File: src/rtl/ring_counter_cfg_pkg.sv
// -----------------------------------------------------------------------------
// ring_counter_pkg : mode/dir encodings and sequence helpers for ring_counter_cfg
// Rev 1.0
// -----------------------------------------------------------------------------
`default_nettype none

package ring_counter_pkg;

  localparam logic MODE_RING    = 1'b0;
  localparam logic MODE_JOHNSON = 1'b1;
  localparam logic DIR_LEFT     = 1'b0;
  localparam logic DIR_RIGHT    = 1'b1;

  // Helpers work on a fixed wide vector; callers zero-extend an N-bit state into it.
  localparam int MAX_N = 32;
  localparam int IDX_W = $clog2(MAX_N);

  typedef logic [MAX_N-1:0] wide_t;

  function automatic wide_t width_mask(input int n);
    wide_t m;
    m = '0;
    for (int i = 0; i < MAX_N; i++) begin
      if (i < n) m[i] = 1'b1;
    end
    return m;
  endfunction

  function automatic wide_t seed(input logic mode, input int n);
    wide_t s;
    s = '0;
    if (mode == MODE_RING && n > 0) s[0] = 1'b1;
    return s;
  endfunction

  function automatic logic is_legal(input wide_t val, input logic mode, input int n);
    int ones;
    int edges;
    ones  = 0;
    edges = 0;
    for (int i = 0; i < MAX_N; i++) begin
      if (i < n && val[i]) ones++;
    end
    for (int i = 0; i < MAX_N - 1; i++) begin
      if (i < n - 1 && val[i] != val[i+1]) edges++;
    end
    if ((val & ~width_mask(n)) != '0) return 1'b0;
    if (mode == MODE_RING) return (ones == 1);
    return (edges <= 1);
  endfunction

  function automatic wide_t next_val(input wide_t val, input logic mode, input logic dir,
                                     input int n);
    wide_t                r;
    logic                 fb;
    logic [IDX_W-1:0]     top;
    top = IDX_W'(n - 1);
    r   = '0;
    if (dir == DIR_LEFT) begin
      fb = (mode == MODE_JOHNSON) ? ~val[top] : val[top];
      r  = {val[MAX_N-2:0], fb};
    end else begin
      fb     = (mode == MODE_JOHNSON) ? ~val[0] : val[0];
      r      = val >> 1;
      r[top] = fb;
    end
    return r & width_mask(n);
  endfunction

endpackage

`default_nettype wire

File: src/rtl/ring_counter_cfg_if.sv
// -----------------------------------------------------------------------------
// ring_counter_cfg_if : control and status bundle of the ring/Johnson sequencer
// Rev 1.0
// -----------------------------------------------------------------------------
`default_nettype none

interface ring_counter_cfg_if #(
  parameter int N          = 4,
  parameter int PRESCALE_W = 8
);
  logic                  en;
  logic                  mode;
  logic                  dir;
  logic [PRESCALE_W-1:0] div;
  logic                  load;
  logic [N-1:0]          load_val;
  logic [N-1:0]          out;
  logic                  step;
  logic                  wrap;
  logic                  err;

  modport master (
    output en, mode, dir, div, load, load_val,
    input  out, step, wrap, err
  );

  modport slave (
    input  en, mode, dir, div, load, load_val,
    output out, step, wrap, err
  );
endinterface

`default_nettype wire

File: src/rtl/ring_counter_cfg_prescaler.sv
// -----------------------------------------------------------------------------
// ring_counter_prescaler : enabled-cycle divider, ticks once every div+1 cycles
// Rev 1.0
// -----------------------------------------------------------------------------
`default_nettype none

module ring_counter_prescaler #(
  parameter int PRESCALE_W = 8
) (
  input  wire logic                  clk,
  input  wire logic                  en,
  input  wire logic [PRESCALE_W-1:0] div,
  input  wire logic                  clr,
  output logic                       tick
);

  logic [PRESCALE_W-1:0] pcnt_q;
  logic [PRESCALE_W-1:0] pcnt_d;

  // >= rather than == so that lowering div mid-count fires on the next enabled cycle
  assign tick = en && (pcnt_q >= div);

  always_comb begin
    pcnt_d = pcnt_q;
    if (clr) begin
      pcnt_d = '0;
    end else if (tick) begin
      pcnt_d = '0;
    end else if (en) begin
      pcnt_d = pcnt_q + PRESCALE_W'(1);
    end
  end

  always_ff @(posedge clk) begin
    pcnt_q <= pcnt_d;
  end

endmodule

`default_nettype wire

File: src/rtl/ring_counter_cfg.sv
// -----------------------------------------------------------------------------
// ring_counter_cfg : runtime ring/Johnson phase sequencer with load and self-repair
// Rev 1.0
// -----------------------------------------------------------------------------
`default_nettype none

module ring_counter_cfg
  import ring_counter_pkg::*;
#(
  parameter int N          = 4,
  parameter int PRESCALE_W = 8
) (
  input  wire logic         clk,
  input  wire logic         rst,
  ring_counter_cfg_if.slave bus
);

  logic [N-1:0] out_q;
  logic [N-1:0] out_d;
  logic         mode_q;
  logic         mode_d;
  logic         step_q;
  logic         step_d;
  logic         wrap_q;
  logic         wrap_d;
  logic         err_q;
  logic         err_d;
  logic         tick;
  logic         clr;

  wide_t        cur_w;
  wide_t        load_w;
  wide_t        seed_cur_w;
  wide_t        seed_in_w;
  wide_t        nxt_w;
  logic         unused_wide_bits;

  assign cur_w      = wide_t'(out_q);
  assign load_w     = wide_t'(bus.load_val);
  assign seed_cur_w = seed(mode_q, N);
  assign seed_in_w  = seed(bus.mode, N);
  assign nxt_w      = next_val(cur_w, mode_q, bus.dir, N);

  // Upper bits of the wide helpers are zero by construction.
  assign unused_wide_bits = ^{seed_in_w, nxt_w};

  ring_counter_prescaler #(
    .PRESCALE_W (PRESCALE_W)
  ) u_prescaler (
    .clk  (clk),
    .en   (bus.en),
    .div  (bus.div),
    .clr  (rst | clr),
    .tick (tick)
  );

  always_comb begin
    out_d  = out_q;
    mode_d = mode_q;
    step_d = 1'b0;
    wrap_d = 1'b0;
    err_d  = 1'b0;
    clr    = 1'b0;
    if (bus.mode != mode_q) begin
      out_d  = seed_in_w[N-1:0];
      mode_d = bus.mode;
      clr    = 1'b1;
    end else if (bus.load) begin
      clr = 1'b1;
      if (is_legal(load_w, mode_q, N)) begin
        out_d = bus.load_val;
      end else begin
        out_d = seed_cur_w[N-1:0];
        err_d = 1'b1;
      end
    end else if (!is_legal(cur_w, mode_q, N)) begin
      out_d = seed_cur_w[N-1:0];
      clr   = 1'b1;
      err_d = 1'b1;
    end else if (tick) begin
      out_d  = nxt_w[N-1:0];
      step_d = 1'b1;
      wrap_d = (nxt_w == seed_cur_w);
    end
  end

  always_ff @(posedge clk) begin
    if (rst) begin
      out_q  <= seed_in_w[N-1:0];
      mode_q <= bus.mode;
      step_q <= 1'b0;
      wrap_q <= 1'b0;
      err_q  <= 1'b0;
    end else begin
      out_q  <= out_d;
      mode_q <= mode_d;
      step_q <= step_d;
      wrap_q <= wrap_d;
      err_q  <= err_d;
    end
  end

  assign bus.out  = out_q;
  assign bus.step = step_q;
  assign bus.wrap = wrap_q;
  assign bus.err  = err_q;

endmodule

`default_nettype wire
File: src/flat_wrapper.sv
// flat-port wrapper written by rule: the top's interface ports become plain ports
module ring_counter_cfg_flat import ring_counter_pkg::*;
#(
  parameter int N          = 4,
  parameter int PRESCALE_W = 8
)
  (clk, rst, bus_en, bus_mode, bus_dir, bus_div, bus_load, bus_load_val, bus_out, bus_step, bus_wrap, bus_err);
  ring_counter_cfg_if #(.N(N), .PRESCALE_W(PRESCALE_W)) bus_i ();
  input  wire logic clk;
  input  wire logic rst;
  input wire logic [$bits(bus_i.en)-1:0] bus_en;
  input wire logic [$bits(bus_i.mode)-1:0] bus_mode;
  input wire logic [$bits(bus_i.dir)-1:0] bus_dir;
  input wire logic [$bits(bus_i.div)-1:0] bus_div;
  input wire logic [$bits(bus_i.load)-1:0] bus_load;
  input wire logic [$bits(bus_i.load_val)-1:0] bus_load_val;
  output wire logic [$bits(bus_i.out)-1:0] bus_out;
  output wire logic [$bits(bus_i.step)-1:0] bus_step;
  output wire logic [$bits(bus_i.wrap)-1:0] bus_wrap;
  output wire logic [$bits(bus_i.err)-1:0] bus_err;
  assign bus_i.en = bus_en;
  assign bus_i.mode = bus_mode;
  assign bus_i.dir = bus_dir;
  assign bus_i.div = bus_div;
  assign bus_i.load = bus_load;
  assign bus_i.load_val = bus_load_val;
  assign bus_out = bus_i.out;
  assign bus_step = bus_i.step;
  assign bus_wrap = bus_i.wrap;
  assign bus_err = bus_i.err;
  ring_counter_cfg #(.N(N), .PRESCALE_W(PRESCALE_W)) u_core (.clk(clk), .rst(rst), .bus(bus_i));
endmodule
File: config.mk
export PLATFORM = sky130hd
export DESIGN_NAME = ring_counter_cfg_flat
export DESIGN_NICKNAME = d
export VERILOG_FILES = /design/src/rtl/ring_counter_cfg_pkg.sv /design/src/rtl/ring_counter_cfg_if.sv /design/src/rtl/ring_counter_cfg_prescaler.sv /design/src/rtl/ring_counter_cfg.sv /design/src/flat_wrapper.sv
export SDC_FILE = /design/constraint.sdc
export NUM_CORES = 1
export LEC_CHECK = 0
export CAP_MARGIN = 20
export CORE_AREA = 2 2 56 58
export CTS_CLUSTER_DIAMETER = 60
export CTS_CLUSTER_SIZE = 24
export DETAILED_ROUTE_END_ITERATION = 7
export DIE_AREA = 0 0 58 60
export PLACE_DENSITY_LB_ADDON = 0.05
export SKIP_CTS_REPAIR_TIMING = 1
export SLEW_MARGIN = 40
export SYNTH_ARGS = -nofsm -noshare
export SYNTH_HDL_FRONTEND = slang
export SYNTH_HIERARCHICAL = 1
export SYNTH_SLANG_ARGS = --single-unit
export TNS_END_PERCENT = 10
File: constraint.sdc
create_clock -name clk -period 3.8 [get_ports clk]
set_input_delay 1.14 -clock clk [delete_from_list [all_inputs] [get_ports clk]]
set_output_delay 1.14 -clock clk [all_outputs]
set_load 0.005 [all_outputs]
# ---- Yosys cells after proc, flatten, opt, wreduce, memory -nomap -nowiden
# Cells that the tools add are included.
dict set report word_totals {
  elab_cells 139
  register_bits 16
  inputBits 18
  out_inout_bits 7
}
dict set report classes {
  mux 89
  n_eq_ne 12
  order_cmp 3
  bitwise 9
  add_sub_neg 11
  reduce_logical 8
}
# cell n
set ops {}
lappend ops {{$mux 32} 38}
lappend ops {{$add 32x2->32 const B} 10}
lappend ops {{$and 4x32->32} 2}
lappend ops {{$eq 32x2->1 const B} 2}
lappend ops {{$le 32x2->1 const B} 2}
lappend ops {{$not 4->32} 2}
lappend ops {{$reduce_bool 32->1} 2}
lappend ops {{$mux 1} 46}
lappend ops {{$mux 4} 5}
lappend ops {{$add 8x1->8 const B} 1}
lappend ops {{$ge 8x8->1} 1}
lappend ops {{$ne 1x1->1} 7}
lappend ops {{$ne 5x3->1 const B} 1}
lappend ops {{$reduce_or 5->1} 1}
lappend ops {{$eq 4x1->1} 1}
lappend ops {{$not 1->1} 4}
lappend ops {{$reduce_or 2->1} 2}
lappend ops {{$reduce_or 4->1} 1}
lappend ops {{$ne 3x2->1 const B} 1}
lappend ops {{$reduce_bool 2->1} 1}
lappend ops {{$logic_and 1x1->1} 1}
lappend ops {{$or 1x1->1} 1}

# ---- Logic depth before layout (Yosys ltp)
# Gate-level depths: netlist of the first run.
dict set report depth {
  ltp_word 26
  depth_mapped 11
  mapped_depth_nobuf 9
}

# ---- By module
# Netlist of the first run, hierarchy kept.
# mod n_inst area_per_inst_um2 cells_per_inst seq_area_each_um2
set modules_own_cells {}
lappend modules_own_cells {ring_counter_cfg 1 884.6 107 180.2}
lappend modules_own_cells {ring_counter_prescaler 1 585.6 62 160.2}

# ---- Worst setup path before layout of the first run
# No wires, ideal clock.
dict set report synth_timing {
  path_type {in2reg}
  start {in bus_load_val[0]}
  end {reg u_core.out_q[0], in the netlist u_core/bus.out[0] (data pin)}
  cell_stages 9
  setup_time_ns 0.195
  t_arrival_ns 2.880
  setup_slack_ns 0.725
  n_path_buf 0
  required_time_ns 3.605
  cell_sequence {inv_1 -> ha_1 -> xor2_1 -> ha_1 -> nor3b_1 -> a311o_1 -> a31oi_1 -> o211ai_1 -> o311ai_0}
}
dict set report synth_via {
  elab_chain_cells 25
  elab_cells_between_ends 43
  classes_between {5 x add/sub; 1 x order compare; 2 x eq/ne; 33 x mux; 1 x bitwise; 1 x reduce/logical}
}
# item line_no
set synth_rtl {}
lappend synth_rtl {{start, declared} flat_wrapper.sv:16} ;# input wire logic [$bits(bus_i.load_val)-1:0] bus_load_val;
lappend synth_rtl {{$mux 1} ring_counter_cfg_pkg.sv:42} ;# if (i < n && val[i]) ones++;
lappend synth_rtl {{$mux 32} ring_counter_cfg.sv:68} ;# end else if (bus.load) begin
lappend synth_rtl {{$mux 32} ring_counter_cfg.sv:64} ;# if (bus.mode != mode_q) begin
lappend synth_rtl {{$add 32x2->32} ring_counter_cfg_pkg.sv:42}
lappend synth_rtl {{$mux 32} ring_counter_cfg_pkg.sv:42}
lappend synth_rtl {{$mux 32} ring_counter_cfg.sv:68}
lappend synth_rtl {{$mux 32} ring_counter_cfg.sv:64}
lappend synth_rtl {{$add 32x2->32} ring_counter_cfg_pkg.sv:42}
lappend synth_rtl {{(+9 left out)} n/a}
lappend synth_rtl {{$mux 1} ring_counter_cfg_pkg.sv:49} ;# return (edges <= 1);
lappend synth_rtl {{$mux 1} ring_counter_cfg_pkg.sv:48} ;# if (mode == MODE_RING) return (ones == 1);
lappend synth_rtl {{$mux 1} ring_counter_cfg.sv:68}
lappend synth_rtl {{$mux 1} ring_counter_cfg.sv:64}
lappend synth_rtl {{$mux 4 *} ring_counter_cfg.sv:70} ;# if (is_legal(load_w, mode_q, N)) begin
lappend synth_rtl {{$mux 4 *} ring_counter_cfg.sv:68}
lappend synth_rtl {{$mux 1 *} ring_counter_cfg.sv:64}
lappend synth_rtl {{$mux 1 *} ring_counter_cfg.sv:88} ;# if (rst) begin
lappend synth_rtl {{end signal, assigned} ring_counter_cfg.sv:89} ;# out_q <= seed_in_w[N-1:0];
lappend synth_rtl {{end signal, assigned} ring_counter_cfg.sv:95} ;# out_q <= out_d;
lappend synth_rtl {{end, declared} ring_counter_cfg.sv:18} ;# logic [N-1:0] out_q;
# Every way passes the cells marked *; elsewhere a longest branch is shown, timed or not. The select of a mux whose other input is x is not followed.
# A chain may end at the register's enable or synchronous reset.

# ---- Final worst setup path of the first run
# Ends and elaborated chain as after synthesis.

==> impl_metrics.tcl, run 1 <==
set metrics [dict create \
    max-slew-margin-rel 0.662 \
    fin_nets 225 \
    cts_tree "done" \
    fill_cells 268 \
    die_h_um 60 \
    vias_per_cell 5.75 \
    synthDistinctLibCells 46 \
    dp_hpwl_mm 2.43 \
    drtIter0Drc 32 \
    first_pass_iters 4 \
    fp.dieW_um 58 \
    cp-start-kind "input pin" \
    multi_input_area_um2 998 \
    drc_errors 0 \
    vias 1282 \
    core_area_mm2 0.00290 \
    grt.overflow.total 0 \
    placedCellCount 220 \
    p_leak_nw 0.680 \
    final_core_util 0.601 \
    num_rows 20 \
    avgSynthCellArea_um2 8.70 \
    ioPinCount 25 \
    finClkSkew_ps 3.30 \
    cp.required_ps 3890 \
    seq_power_share 0.423 \
    finalNonFillerCells 223 \
    layout-drive-gt1-share 0.137 \
    clkPwrFrac 0.187 \
    mostFrequentLayoutCells "24 x clkdlybuf4s50_1, 19 x inv_1, 15 x ha_1" \
    layout_commonest_cell "clkdlybuf4s50_1" \
    drv_slew 0 \
    grt_util_all_layers 0.182 \
    internal-power_uw 308 \
    status "finished clean" \
    grt_max_degree 14 \
    criticalPathCategory "input pin to flop" \
    hold_violations 0 \
    grt_first_pass_wirelength_mm 4.97 \
    ys.flop_type "dfxtp_1" \
    ir_drop_v 0.000172 \
    worstPathMaxFanout 2 \
    setup_viol 0 \
    critPathLaunch "bus_load_val[0]" \
    tightest_slew_ps 500 \
    cp.arrival_ps 3590 \
    reg2reg_from "u_core/bus.out[1]$_SDFFE_PP0P_" \
    swShare 0.330 \
    clockBufferDepth 2 \
    drv_cap 0 \
    synth_edf_count 2 \
    routedWlPerCell_um 13.6 \
    synth_cells 169 \
    ys_ff_latch 16 \
    hp-start "u_core/u_prescaler/pcnt_q[7]$_SDFFE_PP0P_" \
    r2r_setup_slack_ps 910 \
    synth-async-reset-ratio 0 \
    insertion_delay_ps 280 \
    die_area_mm2 0.00348 \
    portBuffers 24 \
    ant_nets 0 \
    finish.instance_area_mm2 0.00174 \
    cts_sinks 16 \
    ys_warn_count 6 \
    h-tree-depth 1 \
    tns_ps 0 \
    regArea_um2 340 \
    power_density_mw_per_mm2 264 \
    rsz0062_at_grt "false" \
    syn-cell-area_mm2 0.00147 \
    n_antenna_cell 0 \
    yosysSeqAreaShare 0.231 \
    antenna_found_initial 0 \
    routed_wl_mm 3.04 \
    fin_crit_sh 0.922 \
    cts_made_buffers 3 \
    dpl-instance-area_mm2 0.00172 \
    gp_congestion 0.842 \
    switchingPower_uw 152 \
    synth_nets 202 \
    p_comb_frac 0.390 \
    clk_pin_slew_worst_paths_ps 90 \
    hp-class "flop to flop" \
    fin_crit_ps 3500 \
    grt_pass1_vias 1194 \
    area_growth_pct 18.6 \
    initial_utilization 0.506 \
    cts_root_buffer "clkbuf_4" \
    end_kind "flop" \
    p_total_uw 461 \
    fmax_mhz 286 \
]
==> state kept, by name, summed over array words and instances, names as in the netlist <==
register,count
u_core/bus.err,1
u_core/bus.out,4
u_core/bus.step,1
u_core/bus.wrap,1
u_core/mode_q,1
u_core/u_prescaler/pcnt_q,8
==> layer usage <==
metal | up-vias | track usage | part of all wire
li1 | 653 | - | -
met1 | 597 | 0.207 | 0.44
met2 | 27 | 0.349 | 0.51
met3 | 5 | 0.0281 | 0.037
met4 | 0 | 0.0498 | 0.013
met5 | - | 0 | 0
==> synthesized netlist by cell type (2+ instances only) <==
cell | n | area [µm²]
nor2_1 | 13 | 48.8
a31oi_1 | 2 | 12.5
mux2i_1 | 2 | 20.0
dfxtp_1 | 14 | 280
nand3_1 | 6 | 30.0
nor2b_1 | 3 | 18.8
a211oi_1 | 2 | 15.0
inv_1 | 19 | 71.3
buf_2 | 5 | 25.0
xor2_1 | 7 | 61.3
nor3_1 | 3 | 15.0
nand4_1 | 3 | 18.8
a311o_1 | 2 | 20.0
xnor2_1 | 9 | 78.8
buf_6 | 2 | 22.5
o221ai_1 | 2 | 17.5
edfxtp_1 | 2 | 60.1
a21oi_1 | 4 | 20.0
and3_4 | 2 | 22.5
nand2_1 | 8 | 30.0
a221oi_2 | 3 | 45.0
nor3b_1 | 2 | 15.0
o311ai_0 | 3 | 26.3
nor3_2 | 9 | 90.1
o21ai_0 | 4 | 20.0
o211ai_1 | 4 | 30.0
ha_1 | 15 | 188
==> cells by family (layout without fill, tap and decap cells) <==
group,count (synthesis),after routing,synth area share
xor gates and xnor gates,16,16,0.0953
AOI/OAI and AO/OA,34,34,0.192
buffers and inverters,29,50,0.0894
muxes,3,3,0.0289
adders and majority gates,15,15,0.128
DFF,16,16,0.231
and+or+nand+nor,56,56,0.235
==> final timing paths <==
path	cells past startpoint	end
worst max register to register	9	u_core/bus.out[0]$_DFFE_PP_
worst min-delay path	2	u_core/u_prescaler/pcnt_q[7]$_SDFFE_PP0P_
worst max-delay path	10	u_core/bus.out[0]$_DFFE_PP_
worst min register to register	2	u_core/u_prescaler/pcnt_q[7]$_SDFFE_PP0P_
==> power groups by stage <==
stage | logic [mW] | clock network [mW] | registers [mW]
2_1_floorplan | 0.136 | 0 | 0.191
3_3_place_gp | 0.171 | 0 | 0.199
3_5_place_dp | 0.179 | 0 | 0.199
4_1_cts | 0.179 | 0.0903 | 0.195
5_1_grt | 0.200 | 0.0986 | 0.197
6_report | 0.180 | 0.0861 | 0.195
==> metrics by stage <==
stage	worst slack (ps)	hold WS, ps
global placement	162	547
floorplan	725	524
detailed placement	44.7	551
global route	113	599
finish	298	568
CTS	335	576
==> worst max-delay path, stage by stage <==
cell and delay, ps:
clkdlybuf4s50_1 490, inv_1 70, ha_1 330, xor2_1 180
ha_1 320, nor3b_1 50, a311o_1 350, a31oi_1 250
o211ai_1 130, o311ai_0 280
==> area by class of cell <==
class	count	area share
Multi-Input combinational cell	124	0.572
Timing Repair Buffer	28	0.155
Sequential cell	16	0.195
Tap cell	33	0.0237
Clock buffer	3	0.0129
Inverter	19	0.0409
No activity file was read; power rests on OpenSTA's default activity.
==> run 2: changes to the inputs <==
--- a/config.mk
+++ b/config.mk
@@ -13,6 +13,7 @@
 export DIE_AREA = 0 0 58 60
 export PLACE_DENSITY_LB_ADDON = 0.05
 export SKIP_CTS_REPAIR_TIMING = 1
+export SKIP_LAST_GASP = 1
 export SLEW_MARGIN = 40
 export SYNTH_ARGS = -nofsm -noshare
 export SYNTH_HDL_FRONTEND = slang
==> results of run 2 <==
Same layout as run 1: the final DEF is identical, and so are final timing and power.
==> run 3: changes to the inputs <==
--- a/config.mk
+++ b/config.mk
@@ -12,6 +12,7 @@
 export DETAILED_ROUTE_END_ITERATION = 7
 export DIE_AREA = 0 0 58 60
 export PLACE_DENSITY_LB_ADDON = 0.05
+export REMOVE_ABC_BUFFERS = 1
 export SKIP_CTS_REPAIR_TIMING = 1
 export SKIP_LAST_GASP = 1
 export SLEW_MARGIN = 40
==> impl_metrics.tcl, run 3 (synthesis gave the netlist of run 1 again) <==
set metrics [dict create \
    switchingPower_uw 155 \
    drc_errors 0 \
    fin_crit_sh 0.936 \
    status "finished clean" \
    dp_hpwl_mm 2.39 \
    num_rows 20 \
    antenna_found_initial 0 \
    drv_cap 0 \
    grt_util_all_layers 0.192 \
    routedWlPerCell_um 13.4 \
    fin_crit_ps 3560 \
    internal-power_uw 330 \
    r2r_cells 9 \
    area_growth_pct 19.6 \
    grt_max_degree 14 \
    grt.overflow.total 0 \
    cts_sinks 16 \
    largest_register_ff_count 8 \
    criticalPathCategory "input pin to flop" \
    max-slew-margin-rel 0.690 \
    tns_ps 0 \
    fmax_mhz 281 \
    mostFrequentLayoutCells "24 x clkdlybuf4s50_1, 19 x inv_1, 15 x ha_1" \
    insertion_delay_ps 280 \
    finalNonFillerCells 224 \
    ioPinCount 25 \
    cp.arrival_ps 3620 \
    rsz0062_at_grt "false" \
    vias 1292 \
    setup_viol 0 \
    p_total_uw 485 \
    first_pass_iters 4 \
    hp-class "flop to flop" \
    p_comb_frac 0.369 \
    swShare 0.320 \
    seq_power_share 0.401 \
    tightest_slew_ps 459 \
    clkPwrFrac 0.229 \
    slowest_delay_ps 480 \
    largest_register "u_core/u_prescaler/pcnt_q" \
    cts_tree "done" \
    hold_violations 0 \
    finClkSkew_ps 1.29 \
    ant_nets 0 \
    layout_commonest_cell "clkdlybuf4s50_1" \
    clockBufferDepth 2 \
    drv_slew 0 \
    worst-path-stages 10 \
    power_density_mw_per_mm2 276 \
    layout-drive-gt1-share 0.141 \
    worstPathMaxFanout 2 \
    cts_root_buffer "clkbuf_4" \
    whs_ps 564 \
    critPathTopFamily "compound AO/OA/AOI/OAI gates" \
    core_area_mm2 0.00290 \
    place_ws_ps -30.3 \
    initial_utilization 0.506 \
    crit_chain "clkdlybuf4s50_1 -> inv_1 -> ha_1 -> xor2_1 -> ha_1 -> nor3b_1 -> a311o_1 -> a31oi_1 -> o211ai_1 -> o311ai_0" \
    gp_congestion 0.743 \
    cp.required_ps 3870 \
    fin_nets 225 \
    portBuffers 24 \
    cts_made_buffers 3 \
    path_common_cell "ha_1" \
    drtIter0Drc 21 \
    p_leak_nw 0.687 \
    grt_pass1_vias 1289 \
    cp_slowest_cell "clkdlybuf4s50_1" \
    routed_wl_mm 3.00 \
    end_kind "flop" \
    placedCellCount 220 \
    grt_first_pass_wirelength_mm 5.24 \
    die_area_mm2 0.00348 \
    min_path_cells 2 \
    cp-start-kind "input pin" \
    clk_pin_slew_worst_paths_ps 90 \
    ir_drop_v 0.000170 \
    n_antenna_cell 0 \
    h-tree-depth 1 \
    fp.dieW_um 58 \
    finalWorstSetupSlack_ps 244 \
    vias_per_cell 5.77 \
    critPathBufInv 2 \
    die_h_um 60 \
]
run 3: cell types whose count changed in the layout (fill, tap and decap cells not counted), sizes merged:
cell	change
clkbuf	+1
run 3: per-layer routing:
layer,global-route usage,share of wire,vias up
met5,0,0,-
met2,0.372,0.54,24
met4,0.106,0.019,0
met1,0.206,0.41,606
li1,-,-,656
met3,0.0108,0.035,6
run 3: worst reg2reg max path: stages (launching register included):
cell and delay, ps:
dfxtp_1 500, inv_1 110, ha_1 400, xor2_1 180, ha_1 310, nor2b_1 40, mux4_2 480, and3_4 210
o21a_4 220, nand3_1 100
run 3: metrics by stage:
stage,cell area [µm²],utilization
floorplan,1410,-
global placement,1720,0.593
detailed placement,1720,0.593
CTS,1760,0.606
global route,1760,0.606
finish,1760,0.606
run 3: cell type report:
cell class                 instances  area (µm²)
inverter                          19        71.3
timing repair buffer              28         270
clock buffer                       4        36.3
tap                               33        41.3
multi-input combinational        124         998
sequential                        16         340
fill                             283        1140
run 3: power by group through the flow:
stage | registers [mW] | logic, mW | clock network [mW]
floorplan | 0.195 | 0.118 | 0
global placement | 0.198 | 0.170 | 0
detailed placement | 0.199 | 0.178 | 0
CTS | 0.195 | 0.179 | 0.116
global route | 0.197 | 0.202 | 0.123
finish | 0.195 | 0.179 | 0.111
run 3: path summary, 6_finish.rpt:
kind	start	end	slack (ps)
worst max-delay path	bus_load_val[0]	u_core/bus.out[0]$_DFFE_PP_	240
worst min-delay path	u_core/u_prescaler/pcnt_q[7]$_SDFFE_PP0P_	u_core/u_prescaler/pcnt_q[7]$_SDFFE_PP0P_	560
worst max register to register	u_core/bus.out[1]$_SDFFE_PP0P_	u_core/bus.out[0]$_DFFE_PP_	980
worst min register to register	u_core/u_prescaler/pcnt_q[7]$_SDFFE_PP0P_	u_core/u_prescaler/pcnt_q[7]$_SDFFE_PP0P_	560
